### src/rtl/imu_sample_packetizer.sv
// imu_sample_packetizer: frames one IMU sample plus event flag into a 5-byte packet streamed over valid/ready
module imu_sample_packetizer #(
  parameter int WIDTH = 16,
  parameter logic [7:0] SYNC_BYTE = 8'hA5
) (
  input  logic             clk,
  input  logic             rst_n,
  input  logic             in_valid,
  input  logic [WIDTH-1:0] in_sample,
  input  logic             in_event,
  output logic [7:0]       tx_data,
  output logic             tx_valid,
  input  logic             tx_ready,
  output logic             busy,
  output logic             pkt_done,
  output logic [7:0]       drop_cnt
);
  typedef enum logic [2:0] {IDLE, SYNC, MSB, LSB, FLAGS, CSUM} state_t;
  state_t state, nxt_state;
  logic [15:0] s, s_in;
  logic [7:0] flags, csum, nxt_data;
  logic [5:0] seq, pseq, seq_cap;
  logic ev, dflag, drop_pending, xfer, done, cap, drop;
  always_comb begin
    s_in = 16'(in_sample);
    xfer = tx_valid && tx_ready;
    done = state == CSUM && xfer;
    cap = in_valid && (state == IDLE || done);
    drop = in_valid && !cap;
    seq_cap = done ? seq + 6'd1 : seq;
    flags = {ev, dflag, pseq};
    csum = s[15:8] ^ s[7:0] ^ flags;
    nxt_data = state == SYNC ? s[15:8] : state == MSB ? s[7:0] : state == LSB ? flags : csum;
    nxt_state = state == SYNC ? MSB : state == MSB ? LSB : state == LSB ? FLAGS : state == FLAGS ? CSUM : IDLE;
  end
  always_ff @(posedge clk) begin
    if (!rst_n) begin
      state <= IDLE;
      tx_valid <= 1'b0;
      tx_data <= 8'd0;
      busy <= 1'b0;
      pkt_done <= 1'b0;
      drop_cnt <= 8'd0;
      seq <= 6'd0;
      drop_pending <= 1'b0;
      s <= 16'd0;
      ev <= 1'b0;
      dflag <= 1'b0;
      pseq <= 6'd0;
    end else begin
      pkt_done <= done;
      if (done) seq <= seq + 6'd1;
      if (drop) begin
        drop_pending <= 1'b1;
        if (drop_cnt != 8'hFF) drop_cnt <= drop_cnt + 8'd1;
      end
      if (cap) begin
        s <= s_in;
        ev <= in_event;
        dflag <= drop_pending;
        pseq <= seq_cap;
        drop_pending <= 1'b0;
        state <= SYNC;
        tx_valid <= 1'b1;
        tx_data <= SYNC_BYTE;
        busy <= 1'b1;
      end else if (done) begin
        state <= IDLE;
        tx_valid <= 1'b0;
        busy <= 1'b0;
      end else if (xfer) begin
        state <= nxt_state;
        tx_data <= nxt_data;
      end
    end
  end
endmodule
### config.mk
export PLATFORM = sky130hd
export DESIGN_NAME = imu_sample_packetizer
export DESIGN_NICKNAME = d
export VERILOG_FILES = /design/src/rtl/imu_sample_packetizer.sv
export SDC_FILE = /design/constraint.sdc
export NUM_CORES = 1
export LEC_CHECK = 0
export ABC_AREA = 1
export CORE_MARGIN = 4
export CORE_UTILIZATION = 45
export DETAILED_ROUTE_END_ITERATION = 8
export GPL_ROUTABILITY_DRIVEN = 1
export PLACE_DENSITY = 0.71
export SLEW_MARGIN = 25
export SYNTH_ARGS = -nofsm -noshare
export SYNTH_HDL_FRONTEND = slang
export SYNTH_SLANG_ARGS = --single-unit
### constraint.sdc
create_clock -name clk -period 1.5 [get_ports clk]
set_input_delay 0.15 -clock clk [delete_from_list [all_inputs] [get_ports clk]]
set_output_delay 0.15 -clock clk [all_outputs]
set_load 0.02 [all_outputs]
### Word level (Yosys, flattened, before mapping)

Cells that the tools add are included.

| word-level totals | value |
|---|---|
| flip-flop bits (word level) | 52 |
| latch bits | 0 |
| bits in writable memories | 0 |
| ROM bits | 0 |
| output and inout port bits | 19 |
| logic and storage cells | 57 |
| memories kept | 0 |

| cells by class | value |
|---|---|
| add/subtract/negate cells | 2 |
| multiply operators | 0 |
| div/mod/pow operators | 0 |
| $lt $le $gt $ge | 0 |
| equality and inequality tests | 7 |
| shift-type cells | 0 |
| multiplexer cells | 16 |
| bitwise logic cells | 4 |
| reduce and logical (&&, ||, !) cells | 15 |

Operator list:

| cell | count |
|---|---|
| $mux W8 | 6 |
| $xor A8 B8 Y8 | 2 |
| $mux W3 | 4 |
| $add A8 B1 Y8 const B | 1 |
| $ne A8 B8 Y1 const B | 1 |
| $add A6 B1 Y6 const B | 1 |
| $eq A3 B2 Y1 const B | 2 |
| $eq A3 B3 Y1 const B | 2 |
| $mux W6 | 1 |
| $reduce_and A2 Y1 | 3 |
| $mux W1 | 5 |
| $logic_and A1 B1 Y1 | 4 |
| $reduce_bool A2 Y1 | 2 |
| $eq A3 B1 Y1 const B | 1 |
| $logic_not A3 Y1 | 1 |
| $reduce_bool A3 Y1 | 1 |
| $reduce_or A3 Y1 | 1 |
| $ne A2 B1 Y1 const B | 1 |
| $not A1 Y1 | 2 |
| $reduce_or A2 Y1 | 1 |
| $logic_not A1 Y1 | 1 |
| $logic_or A1 B1 Y1 | 1 |

### Depth between registers and ports, before layout

| logic depth | value |
|---|---|
| depth in word-level cells | 8 |
| mapped depth | 11 |
| depth with buffers taken out | 10 |

### Worst setup path after synthesis

No wires, ideal clock.

| timing path | value |
|---|---|
| path type | flip-flop to flip-flop |
| from | register, netlist name busy |
| to | register s[12] |
| library setup time | 0.119 ns |
| arrival time | 1.402 ns |
| required time | 1.381 ns |
| slack | -0.021 ns |
| stages on the path, launching flop included | 9 |
| buffers on the path | 1 |
| period minus slack after synthesis | 1.521 ns |
| cell sequence | dfxtp_1 nand2_1 nor2_8 inv_4 nand2_4 nand2_4 buf_6 o21ai_0 a21oi_1 |

RTL lines:

| element | line | text |
|---|---|---|
| to (signal assigned) | 58 | `s <= s_in;` |
| to (decl) | 20 | `logic [15:0] s, s_in;` |

### Worst setup path in the final report

| timing path | value |
|---|---|
| from | register drop_cnt[1] |
| to | output drop_cnt[1] |

RTL lines:

| element | line | text |
|---|---|---|
| from (decl) | 16 | `output logic [7:0] drop_cnt` |
| from (signal assigned) | 55 | `if (drop_cnt != 8'hFF) drop_cnt <= drop_cnt + 8'd1;` |

No word-level cell between the ends.

==> run_results.csv <==
group,metric,value,unit
placement,pre_cts_ws,-0.2536,ns
route,via_count,2478,
critical_path,cp_max_fo,4,
logic_synthesis,synthCells,365,
clocking,cts_root_buf,"clkbuf_8",
placement,placedCellCount,494,
critical_path,cp-start-kind,"flip-flop",
route,wl_met1,2.786,mm
route,drtPass1Iterations,4,
timing,worst_pin_slew,0.3523,ns
critical_path,cp-endpoint,"drop_cnt[1]",
critical_path,cp_slowest_cell,"clkdlybuf4s50_1",
critical_path,cp.arrival,1.30,ns
logic_synthesis,syn-cell-area,2564,um2
placement,dp_hpwl,4.511,mm
grt,grt_max_degree,19,
placement,gp_congestion,0.8709,
route,top_layer_used,"met4",
critical_path,path_delay_family,"buffers and inverters",
logic_synthesis,ys_seq_area_frac,0.4061,
timing,fmax,687.4,MHz
power,power.density,906.1,nW/um2
route,routed_via_density,4.907,
layout,diodes,0,
critical_path,r2r_cells,6,
grt,grt_overflow,0,
flow_run,cap_violations,0,
worst_hold_path,hold_path_class,"input pin to flip-flop",
critical_path,cp_cell_sequence,"clkdlybuf4s50_1",
floorplanning,num_rows,27,
logic_synthesis,synth_seq_cells,52,
power,clkPwrFrac,0.252,
critical_path,worst-path-buf-inv,1,
critical_path,max_stage_delay,0.62,ns
power,power_frac_seq,0.507,
critical_path,reg2reg_slack,0.12,ns
timing,finalHoldViolations,0,
route,routed_wl,5.951,mm
route,wl_met3,316,um
layout,postLayoutCoreUtil,0.6085,
timing,maxSlewViolCount,0,
power,vdd_drop_max,523.6,uV
critical_path,required,1.35,ns
timing,fin_worst_skew,0.009489,ns
timing,hold_ws,0.4435,ns
power,p_sw,0.8992,mW
grt,first_global_vias,2259,
power,pwr-share-comb,0.242,
clocking,numClockSinks,52,
route,antenna_left,0,
route,drc,0,
grt,grt_pass1_wl,10.36,mm
clocking,path_clk_slew,0.10,ns
clocking,cts_htree_levels,2,
clocking,cts_made_buffers,5,
critical_path,crit_path_start,"drop_cnt[1]",
layout,drive_above_1_share,0.1409,
timing,finalSetupViolations,0,
route,drt_iter0_markers,100,
critical_path,path_depth,1,
critical_path,crit_type,"flip-flop to primary output",
route,wl_met2,2.761,mm
timing,finalCritPeriodShare,0.9698,
critical_path,r2r_start,"state[2]",
power,cellLeakagePower,1.567,nW
layout,final_area,3351,um2
placement,placed_cell_area,3211,um2
timing,timing.final.ws_setup,0.04533,ns
layout,finalNonFillerCells,505,
clocking,clkLatencyLatePin,0.31,ns
floorplanning,start_util,0.4656,
layout,syn_to_final_growth,30.70,%
grt,track_usage,0.1782,
floorplanning,core_area,5507,um2
floorplanning,die_height,83.48,um
placement,io_buffers,39,
run_status,status,"completed",
power,swShare,0.2962,
timing,period_needed,1.455,ns
logic_synthesis,synth_nets,388,
power,power.internal,2.137,mW
timing,max-slew-margin-rel,0.7644,
logic_synthesis,yosysWarnings,0,
logic_synthesis,synth_cell_types,33,
floorplanning,io_pins,40,
critical_path,critPathCaptureType,"primary output",
clocking,cts_buffer_depth,2,
layout,fin_nets,456,
logic_synthesis,syn_area_per_cell,7.024,um2
route,wl_per_cell,11.78,um
critical_path,r2r-end,"pseq[0]",
floorplanning,die-area,6969,um2
floorplanning,fp.dieW,83.48,um
clocking,cts_tree,"yes",
grt,antenna_found_initial,0,
-- synth_stat cells --
cell	number	area [um2]
o21ai_1	6	30.03
dfxtp_1	52	1041
a21oi_1	42	210.2
nand4_1	6	37.54
inv_4	1	6.260
a22oi_2	1	12.51
inv_1	45	168.9
a21oi_2	1	8.760
nand3_1	27	135.1
a22oi_1	5	37.54
xor2_1	9	78.83
a21o_1	1	7.510
clkbuf_1	3	11.26
and3_1	1	6.260
nand2_1	79	296.5
nor3_2	1	10.01
nand3_2	1	10.01
buf_4	1	7.510
buf_1	1	3.750
buf_6	5	56.30
clkinv_1	1	3.750
nor2_1	35	131.4
nor2_8	1	20.02
xnor2_1	1	8.760
buf_2	3	15.01
nor3_1	3	15.01
ha_1	2	25.02
o211ai_1	1	7.510
o21ai_0	23	115.1
inv_2	3	11.26
nand2_2	1	6.260
nand2_4	2	22.52
and2_1	1	6.260
-- power groups by stage --
| stage | Sequential [mW] | Clock, mW | Combinational [mW] |
|---|---|---|---|
| floorplan | 1.59 | 0 | 0.417 |
| global placement | 1.56 | 0 | 0.699 |
| detailed placement | 1.57 | 0 | 0.716 |
| CTS | 1.54 | 0.779 | 0.715 |
| global route | 1.55 | 0.840 | 0.825 |
| finish | 1.54 | 0.764 | 0.734 |
-- logic make-up after synthesis --
kind of cell             Yosys count  share of synthesized area
AND/OR/NAND/NOR                  158                     0.2718
AO/OA/AOI/OAI                     80                     0.1674
buffers and inverters             63                     0.1108
flip-flops                        52                     0.4061
XOR/XNOR                          10                    0.03417
adder cells (fa/ha/maj)            2                   0.009759
-- worst reg2reg max path, stage by stage, from the launching register on --
cell and delay [ns]:
dfxtp_2 0.38, inv_1 0.10, nand2_1 0.14, nand2_4 0.07
nand2_4 0.15, nand2_1 0.23, a22oi_1 0.22
-- state kept, by name, summed over array words and instances, names as in the netlist --
name / cells
s: 16
drop_cnt: 8
pseq: 6
state: 3
tx_data: 8
seq: 6
busy: 1
pkt_done: 1
dflag: 1
drop_pending: 1
ev: 1
-- cell usage in the layout (no fill, tap or decap), types with 2 or more instances in the layout --
cell type	n
nand4_1	6
nand2_2	2
ha_1	2
nor2_1	33
a22oi_1	5
dfxtp_2	3
o21ai_1	9
nor3_1	2
nand3_1	26
a21oi_1	42
inv_1	45
inv_2	3
nor3_2	2
nand2_1	78
o21ai_0	20
buf_4	33
dlygate4sd2_1	5
dfxtp_1	49
nand2_4	2
clkbuf_8	5
xor2_1	9
clkdlybuf4s50_1	31
dlymetal6s2s_1	3
buf_12	2
-- repair_timing --
action | CTS | global route
resized for setup | 6 | 14
buffers inserted | 0 | 4
hold buffers | 0 | 0
pin swaps | 0 | 2
setup endpoints to repair | 10 | 30
-- area by class of cell --
type,instances,area [um2]
Sequential cell,52,1045
Clock buffer,6,72.57
Multi-Input combinational cell,250,1269
Tap cell,72,90.09
Timing Repair Buffer,74,679.4
Inverter,50,190.2
Clock inverter,1,5.005
Fill cell,511,2156
-- how the worst min path moves through the flow --
stage | endpoint | cells after the start | startpoint | slack [ns]
floorplan | s[13] | 2 | in_sample[13] | 0.31
global placement | ev | 2 | ev | 0.46
detailed placement | tx_data[1] | 2 | tx_data[1] | 0.46
CTS | s[10] | 3 | in_sample[10] | 0.44
global route | s[10] | 3 | in_sample[10] | 0.44
finish | s[11] | 3 | in_sample[11] | 0.44
-- per-stage QoR --
stage / power [mW] / TNS, ns
after detailed placement: 2.284 / -3.653
after floorplan: 2.004 / 0
after global placement: 2.264 / -2.931
final: 3.036 / 0
after CTS: 3.030 / 0
after global routing: 3.216 / -0.007004
-- metal layers --
layer,up-vias,GRT usage
li1,1310,-
met5,-,0
met4,0,0.04825
met1,1100,0.2341
met2,58,0.2974
met3,10,0.03751
No activity file was read; power rests on OpenSTA's default activity.
